==> src/rtl/wake_filter.sv <==
// Wake-pin conditioning: 2-flop sync + per-channel debounce, sticky rising-edge
// capture into wake_status, and a small IDLE/ARMED/TRIGGERED wake-request FSM.
module wake_filter #(
  parameter int NUM_WAKE = 5,
  parameter int CNT_W    = 4
) (
  input  logic                clk,
  input  logic                rst,
  input  logic [NUM_WAKE-1:0] wake_raw,
  input  logic [CNT_W-1:0]    filter_delay,
  input  logic [NUM_WAKE-1:0] wake_mask,
  input  logic                arm,
  input  logic [NUM_WAKE-1:0] wake_clear,
  output logic [NUM_WAKE-1:0] wake_sources,
  output logic [NUM_WAKE-1:0] wake_status,
  output logic                wake_req,
  output logic [1:0]          fsm_state
);

  typedef enum logic [1:0] {
    IDLE      = 2'd0,
    ARMED     = 2'd1,
    TRIGGERED = 2'd2
  } state_e;

  logic [NUM_WAKE-1:0] s1_q, s2_q;
  logic [NUM_WAKE-1:0] filt_q, filt_d;
  logic [CNT_W-1:0]    cnt_q [NUM_WAKE];
  logic [CNT_W-1:0]    cnt_d [NUM_WAKE];
  logic [NUM_WAKE-1:0] status_q, status_d;
  logic [NUM_WAKE-1:0] rise, set;
  state_e              state_q;
  logic                req_q;

  // Debounce: the level flips on the first mismatch cycle whose count has
  // reached the delay, so a lowered delay takes effect immediately.
  always_comb begin
    for (int i = 0; i < NUM_WAKE; i++) begin
      // NOTE: every combinational output gets a default first so no latch is inferred.
      filt_d[i] = filt_q[i];
      cnt_d[i]  = '0;
      if (s2_q[i] != filt_q[i]) begin
        if (cnt_q[i] >= filter_delay) filt_d[i] = s2_q[i];
        else                          cnt_d[i]  = cnt_q[i] + CNT_W'(1);
      end
    end
  end

  // Capture happens on the same edge the filtered level rises; set beats clear.
  always_comb begin
    rise     = filt_d & ~filt_q;
    set      = (state_q == ARMED || state_q == TRIGGERED) ? (rise & wake_mask) : '0;
    status_d = (status_q & ~wake_clear) | set;
  end

  always_ff @(posedge clk) begin
    if (rst) begin
      s1_q     <= '0;
      s2_q     <= '0;
      filt_q   <= '0;
      status_q <= '0;
      state_q  <= IDLE;
      req_q    <= 1'b0;
      for (int i = 0; i < NUM_WAKE; i++) cnt_q[i] <= '0;
    end else begin
      // NOTE: all sequential state uses non-blocking assignment so every flop samples pre-edge values.
      s1_q     <= wake_raw;
      s2_q     <= s1_q;
      filt_q   <= filt_d;
      status_q <= status_d;
      for (int i = 0; i < NUM_WAKE; i++) cnt_q[i] <= cnt_d[i];

      // wake_req is loaded alongside the state so it never depends on inputs combinationally.
      case (state_q)
        IDLE: begin
          if (arm) begin
            state_q <= ARMED;
            req_q   <= 1'b0;
          end
        end
        ARMED: begin
          if (|set) begin
            state_q <= TRIGGERED;
            req_q   <= 1'b1;
          end else if (!arm) begin
            state_q <= IDLE;
            req_q   <= 1'b0;
          end
        end
        TRIGGERED: begin
          if (status_d == '0) begin
            state_q <= arm ? ARMED : IDLE;
            req_q   <= 1'b0;
          end
        end
        default: begin
          state_q <= IDLE;
          req_q   <= 1'b0;
        end
      endcase
    end
  end

  assign wake_sources = filt_q;
  assign wake_status  = status_q;
  assign wake_req     = req_q;
  assign fsm_state    = state_q;

endmodule

==> config.mk <==
export PLATFORM = sky130hd
export DESIGN_NAME = wake_filter
export DESIGN_NICKNAME = d
export VERILOG_FILES = /design/src/rtl/wake_filter.sv
export SDC_FILE = /design/constraint.sdc
export NUM_CORES = 1
export LEC_CHECK = 0
export CORE_MARGIN = 5
export CORE_UTILIZATION = 30
export DETAILED_ROUTE_END_ITERATION = 8
export PLACE_DENSITY_LB_ADDON = 0.05
export REMOVE_ABC_BUFFERS = 1
export SLEW_MARGIN = 20
export SYNTH_ARGS = -nofsm -noshare
export SYNTH_HDL_FRONTEND = slang
export SYNTH_SLANG_ARGS = --single-unit
export TNS_END_PERCENT = 10
==> constraint.sdc <==
create_clock -name clk -period 5.6 [get_ports clk]
set_input_delay 1.12 -clock clk [delete_from_list [all_inputs] [get_ports clk]]
set_output_delay 1.12 -clock clk [all_outputs]
set_load 0.02 [all_outputs]
==> flow_summary.toml, run 1 <==
[outcome]
status = "finished, final reports clean"

[placed_design]
place_congestion = 0.702
place_hpwl_um = 3370
portBuffers = 34
dp.cells = 357
post-place-ws_ps = 1620

[route]
vias_per_cell = 4.39
drtPass1Iterations = 4
drc_errors = 0
routedWlPerCell_um = 12.2
dr.first_iter.drc_count = 40
totalWireLength_um = 4440
via_count = 1603
ant_nets = 0

[yosys]
ys_top_cells_by_area = "dfxtp_1, ha_1, nor2_1, xnor2_1, inv_1"
synth_area_per_cell_um2 = 9.67
netlist_area_um2 = 2180
ys_warn_count = 0
synth_top_area_share_pct = 39.4
seq_area_frac_synth_pct = 39.4
synth_seq_cells = 43
synth_cell_types = 36
ys.flop_type = "dfxtp_1"
synth_cells = 226
synth_area_leader_cell = "dfxtp_1"
synthArstFlopShare_pct = 0
synth_edf_count = 0

[clock_network]
clockBufferDepth = 2
clkTransAtPathRegs_ps = 80
cts_max_level = 2
cts.repair.resized = 0
post_cts_buffers = 0
cts_made_buffers = 5
cts_hold_buffers = 0
cts_sinks = 43
cts_tree = "done"
cts-root-buf = "clkbuf_8"
clk_latency_ps = 290

[floorplanning]
num_io_pins = 35
die_width_um = 95.3
initial_utilization_pct = 30.4
die_h_um = 95.3
num_rows = 31
core_area_um2 = 7180
die_area_um2 = 9090

[sta]
final_hold_viol_count = 0
rsz0062_at_grt = "false"
fin_crit_ps = 3640
finalSetupTns_ps = 0
finalMaxSlewViolations = 0
skew_ps = 4.83
post-route-period-util_pct = 65.1
setup_viol = 0
max-slew-margin-rel_pct = 60.1
worstMarginPinSlew_ps = 595
max_freq_ghz = 0.274
final.setup.worst_slack_ps = 1960

[pwr]
clkPwrFrac_pct = 39.7
ir_worst_vdd_v = 0.000103
seq_power_share_pct = 50.0
switching_share_pct = 22.3
p_int_uw = 492
p_switching_uw = 141
p_per_area_nw_per_um2 = 229
pwr-share-comb_pct = 10.3
power_uw = 633
leakage_nw = 1.09

[layout]
layout_common_cells = "dfxtp_1, clkdlybuf4s50_1, nor2_1, ha_1, inv_1"
layout-drive-gt1-share_pct = 6.39
fin_cells = 365
nets = 316
final_common_cell = "dfxtp_1"
fillers = 743
insertedDiodeCount = 0
area_delta_synth_final_pct = 26.5

[critical_path]
cp.required_ps = 5830
worstPathMaxFanout = 5
start_kind = "input pin"
path_buf_inv = 1
end_kind = "flop"
cp_slowest_cell = "clkdlybuf4s50_1"
arrival_ps = 3870
crit_family = "compound AO/OA/AOI/OAI gates"
worstPathCellList = "clkdlybuf4s50_1 -> ha_1 -> nand2b_4 -> a2111oi_4 -> a21oi_2 -> a22o_1 -> o31a_1 -> or4_1 -> a21oi_1"
max_stage_delay_ps = 630
path_class = "in2reg"

[min_path]
hp-class = "reg2reg"

[job]
cap_viol_max_count = 0

[global_routing]
grt_max_degree = 29
antenna_found_initial = 0
grt_pass1_vias = 1554
grt_pass1_wl_um = 7250
gr-usage-all-layers_pct = 10.5
grt.overflow.total = 0
power groups by stage:
stage          Combinational, mW  Sequential, mW  Clock [mW]
5_1_grt                   0.0733           0.317       0.272
3_3_place_gp              0.0663           0.324           0
6_report                  0.0651           0.316       0.252
3_5_place_dp              0.0666           0.324           0
4_1_cts                   0.0668           0.317       0.263
2_1_floorplan             0.0349           0.324           0
worst register-to-register path: stages, from the launching register on:
cell	delay [ps]
dfxtp_1	410
inv_1	90
ha_1	430
nand4b_1	140
a211oi_1	500
a211oi_1	160
a41o_1	300
or4_1	480
a21oi_1	150
cell usage after synthesis, drive strengths merged (4+ instances only):
cell and n:
nand3 6, inv 21, or3 5, a21oi 13, ha 29, dfxtp 43, mux2i 5, o21ai 8
xnor2 10, nor2b 12, a211oi 4, nor2 29, xor2 5, nand2b 7
cell families after synthesis:
logic type	Yosys count	synth area share, %
AO/OA/AOI/OAI	38	13.4
multiplexers	5	2.29
XOR/XNOR	15	6.01
flip-flops	43	39.4
buffers and inverters	24	4.12
adder cells (fa/ha/maj)	29	16.6
AND/OR/NAND/NOR	72	18.2
flip-flops by register name, summed over array words and instances (netlist names):
register	count
wake_sources	5
s1_q	5
cnt_q	20
wake_req	1
s2_q	5
wake_status	5
fsm_state	2
routing by layer:
metal  GRT usage (%)  routed length [um]  vias up
li1                -                   -      853
met1            13.4                2230      718
met2            16.5                1930       27
met3            3.31                 202        5
met4            4.33                  72        0
met5               0                   0        -
cell type report:
type                            instances  area, um^2  share of cell area (%)
Multi-Input combinational cell        159        1230                    44.7
Sequential cell                        43         861                    31.2
Timing Repair Buffer                   35         348                    12.6
Tap cell                               99         124                    4.48
Clock buffer                            6        82.6                    2.99
Inverter                               21        78.8                    2.85
Clock inverter                          2        35.0                    1.27
path summary, 6_finish.rpt:
path	end	startpoint	slack, ps	cells past startpoint
hold reg to reg	s2_q[3]	s1_q[3]	440	1
hold / removal	s2_q[3]	s1_q[3]	440	1
setup / recovery	fsm_state[0]	filter_delay[0]	1960	9
setup reg to reg	fsm_state[0]	fsm_state[0]	2880	8
metrics by stage:
step,cell area (um^2),utilization [%],hold slack [ps]
after floorplan,2170,-,414
after global placement,2650,36.9,417
after detailed placement,2650,36.9,428
after CTS,2760,38.5,448
after global routing,2760,38.5,462
final,2760,38.5,440
Note: power is estimated with default switching activity, not from simulation.
==> run 2: changes to the inputs <==
clock period = 3.6 ns   (was 5.6 ns; I/O delays follow)
==> flow_summary.toml, run 2 (synthesis results as in run 1) <==
[critical_path]
worstPathMaxFanout = 5
path_class = "in2reg"
cp_slowest_cell = "a211oi_1"
max_stage_delay_ps = 590
cp_num_cells = 10
cpMostUsedCell = "a211oi_1"
endpoint = "fsm_state[0]"
crit_family = "compound AO/OA/AOI/OAI gates"
worstPathCellList = "clkdlybuf4s50_1 -> inv_1 -> ha_1 -> o21a_1 -> nor2_1 -> a211oi_1 -> a211oi_1 -> a41o_1 -> or4_1 -> a21oi_1"
reg2reg_from = "fsm_state[0]"
reg2reg_to = "fsm_state[0]"
arrival_ps = 3480
cp.required_ps = 3830
start_kind = "input pin"
path_buf_inv = 2
end_kind = "flop"
r2r_setup_slack_ps = 780
critPathLaunch = "filter_delay[2]"
reg2regPathDepth = 8

[route]
wl_met3_um = 180
route.met2.wl_um = 1940
vias_per_cell = 4.32
drc_errors = 0
routedWlPerCell_um = 12.5
dr.first_iter.drc_count = 49
drtPass1Iterations = 4
highest_layer = "met4"
totalWireLength_um = 4600
ant_nets = 0
via_count = 1590
met1_length_um = 2430

[floorplanning]
die_width_um = 95.3
die_h_um = 95.3
die_area_um2 = 9090
initial_utilization_pct = 30.4
num_rows = 31
core_area_um2 = 7180
num_io_pins = 35

[layout]
final_common_cell = "dfxtp_1"
insertedDiodeCount = 0
fillers = 746
layout_common_cells = "dfxtp_1, clkdlybuf4s50_1, nor2_1, ha_1, inv_1"
area_delta_synth_final_pct = 27.5
fin_cells = 368
stdcell_area_um2 = 2790
nets = 319
layout-drive-gt1-share_pct = 7.43
largest_register_ffs = 20
top_register = "cnt_q"

[clock_network]
clockBufferDepth = 2
cts-root-buf = "clkbuf_8"
cts_max_level = 2
cts_hold_buffers = 0
cts_tree = "done"
cts.repair.resized = 0
post_cts_buffers = 0
cts_sinks = 43
clkTransAtPathRegs_ps = 80
cts_made_buffers = 5
clk_latency_ps = 290

[pwr]
p_int_uw = 767
pwr-share-comb_pct = 10.6
ir_worst_vdd_v = 0.000127
switching_share_pct = 22.5
seq_power_share_pct = 49.7
clkPwrFrac_pct = 39.7
p_per_area_nw_per_um2 = 355
p_switching_uw = 223
leakage_nw = 1.11

[global_routing]
grt_pass1_wl_um = 7730
grt_max_degree = 19
antenna_found_initial = 0
grt_pass1_vias = 1621
gr-usage-all-layers_pct = 11.2
grt.overflow.total = 0

[placed_design]
portBuffers = 34
place_hpwl_um = 3490
placed_area_um2 = 2670
place_congestion = 0.672
dp.cells = 360

[sta]
max_freq_ghz = 0.308
hold_slack_ps = 441
skew_ps = 4.35
setup_viol = 0
post-route-period-util_pct = 90.2
max-slew-margin-rel_pct = 50.8
fin_crit_ps = 3250
rsz0062_at_grt = "false"
worstMarginPinSlew_ps = 736
finalSetupTns_ps = 0
final_hold_viol_count = 0
finalMaxSlewViolations = 0

[min_path]
hp-class = "reg2reg"

[outcome]
status = "finished, final reports clean"

[job]
cap_viol_max_count = 0
[run 2: cell types whose count changed in the layout (fill, tap and decap cells not counted), sizes merged]
cell	before	now
buf	1	4
[run 2: how the worst min path moves through the flow]
stage	from	to	slack [ps]	depth (start not counted)
after floorplan	s1_q[0]	s2_q[0]	410	1
after global placement	s1_q[0]	s2_q[0]	420	1
after detailed placement	s1_q[0]	s2_q[0]	420	1
after CTS	s1_q[0]	s2_q[0]	440	1
after global routing	s1_q[3]	s2_q[3]	460	1
final	s1_q[0]	s2_q[0]	440	1
[run 2: power by group through the flow]
stage | sequential, mW | clock, mW | combinational (mW)
floorplan | 0.504 | 0 | 0.0543
global placement | 0.503 | 0 | 0.106
detailed placement | 0.503 | 0 | 0.107
CTS | 0.492 | 0.415 | 0.107
global route | 0.494 | 0.436 | 0.117
finish | 0.492 | 0.393 | 0.105
[run 2: layout make-up]
type	count	area [um^2]	area share [%]
clock inverter	2	35.0	1.26
tap	99	124	4.45
inverter	21	78.8	2.83
timing repair buffer	38	370	13.3
clock buffer	6	82.6	2.96
multi-input combinational	159	1230	44.3
sequential	43	861	30.9
[run 2: per-layer routing]
metal	vias up	global-route usage [%]
met5	-	0
met2	24	17.4
li1	857	-
met4	0	3.61
met3	4	3.24
met1	705	15.0
[run 2: metrics by stage]
step	total power, mW	setup WS, ps	util [%]
floorplan	0.558	836	-
global placement	0.609	67.2	37.2
detailed placement	0.610	19.3	37.2
CTS	1.01	338	38.8
global route	1.05	248	38.8
finish	0.990	353	38.8
==> run 3: changes to the inputs <==
ABC_AREA = 0   (was default)
CORE_MARGIN = default   (was 5)
==> flow_summary.toml, run 3 (synthesis results as in run 1) <==
[outcome]
status = "finished, final reports clean"

[pwr]
ir_worst_vdd_v = 0.000147
p_per_area_nw_per_um2 = 356
power_uw = 999
leakage_nw = 1.12

[sta]
rsz0062_at_grt = "false"
post-route-period-util_pct = 87.8
fin_crit_ps = 3160
max-slew-margin-rel_pct = 66.4
finalMaxSlewViolations = 0
finalSetupTns_ps = 0
skew_ps = 12.1
setup_viol = 0
final_hold_viol_count = 0
max_freq_ghz = 0.316
worstMarginPinSlew_ps = 501

[placed_design]
place_hpwl_um = 3600
placed_area_um2 = 2690
portBuffers = 34
place_congestion = 0.702

[layout]
top_register = "cnt_q"
nets = 322
layout_common_cells = "dfxtp_1, clkdlybuf4s50_1, nor2_1, ha_1, inv_1"
area_delta_synth_final_pct = 28.5
largest_register_ffs = 20
stdcell_area_um2 = 2810
final_common_cell = "dfxtp_1"
layout-drive-gt1-share_pct = 8.46
insertedDiodeCount = 0

[route]
drtPass1Iterations = 5
wl_met3_um = 153
highest_layer = "met4"
ant_nets = 0
drc_errors = 0
dr.first_iter.drc_count = 23
via_count = 1628
met1_length_um = 2360
routedWlPerCell_um = 12.3
route.met2.wl_um = 1960
vias_per_cell = 4.42
totalWireLength_um = 4520

[global_routing]
grt.overflow.total = 0
antenna_found_initial = 0
gr-usage-all-layers_pct = 13.2
grt_pass1_vias = 1606
grt_max_degree = 15
grt_pass1_wl_um = 7590

[clock_network]
cts_max_level = 2
cts_made_buffers = 5
cts.repair.resized = 0
post_cts_buffers = 0
clkTransAtPathRegs_ps = 90
cts-root-buf = "clkbuf_8"
clockBufferDepth = 2
cts_tree = "done"
cts_sinks = 43
cts_hold_buffers = 0
clk_latency_ps = 300

[floorplanning]
initial_utilization_pct = 31.6
die_width_um = 87.3
die_area_um2 = 7630
num_io_pins = 35
core_area_um2 = 6910
num_rows = 30
die_h_um = 87.3

[critical_path]
arrival_ps = 3390
max_stage_delay_ps = 610
worstPathCellList = "clkdlybuf4s50_1 -> ha_1 -> nand2b_4 -> a2111oi_4 -> a21oi_2 -> a22o_1 -> o31a_1 -> or4_1 -> a21oi_1"
start_kind = "input pin"
path_class = "in2reg"
end_kind = "flop"
cp.required_ps = 3830
worstPathMaxFanout = 5
cp_slowest_cell = "clkdlybuf4s50_1"

[job]
cap_viol_max_count = 0

[min_path]
hp-class = "reg2reg"
## run 3: worst paths after layout
path / slack, ps / start / cells after the start / to
max: 440 / filter_delay[0] / 9 / fsm_state[0]
min: 440 / s1_q[1] / 1 / s2_q[1]
max reg2reg: 900 / fsm_state[1] / 8 / fsm_state[0]
min reg2reg: 440 / s1_q[1] / 1 / s2_q[1]
## run 3: critical path: cells and delay by family
kind | cells | cell delay (ps)
fa+ha+maj | 1 | 280
compound gates | 5 | 1110
simple gates | 2 | 660
buf+inv | 1 | 610
## run 3: metal layers
layer,track usage (%),vias to the layer above
met1,17.6,732
met3,3.41,5
met4,4.47,0
li1,-,869
met2,20.6,22
met5,0,-
## run 3: cell type report
cell class | instances | area (um^2)
fill | 728 | 4100
tap | 96 | 120
timing repair buffer | 41 | 393
clock inverter | 2 | 38.8
multi-input combinational | 159 | 1230
sequential | 43 | 861
clock buffer | 6 | 82.6
inverter | 21 | 78.8
## run 3: where the power goes
| part | internal, mW | total, mW | switching (mW) |
|---|---|---|---|
| Clock | 0.228 | 0.401 | 0.172 |
| Combinational | 0.0595 | 0.107 | 0.0472 |
| Sequential | 0.485 | 0.492 | 0.00725 |
## run 3: through the flow
stage | cells | hold WS, ps | utilization [%] | worst slack [ps]
floorplan | 223 | 414 | - | 836
global placement | 360 | 419 | 38.9 | 129
detailed placement | 360 | 423 | 38.9 | 117
global route | 368 | 463 | 40.7 | 293
CTS | 368 | 445 | 40.7 | 409
finish | 368 | 442 | 40.7 | 438
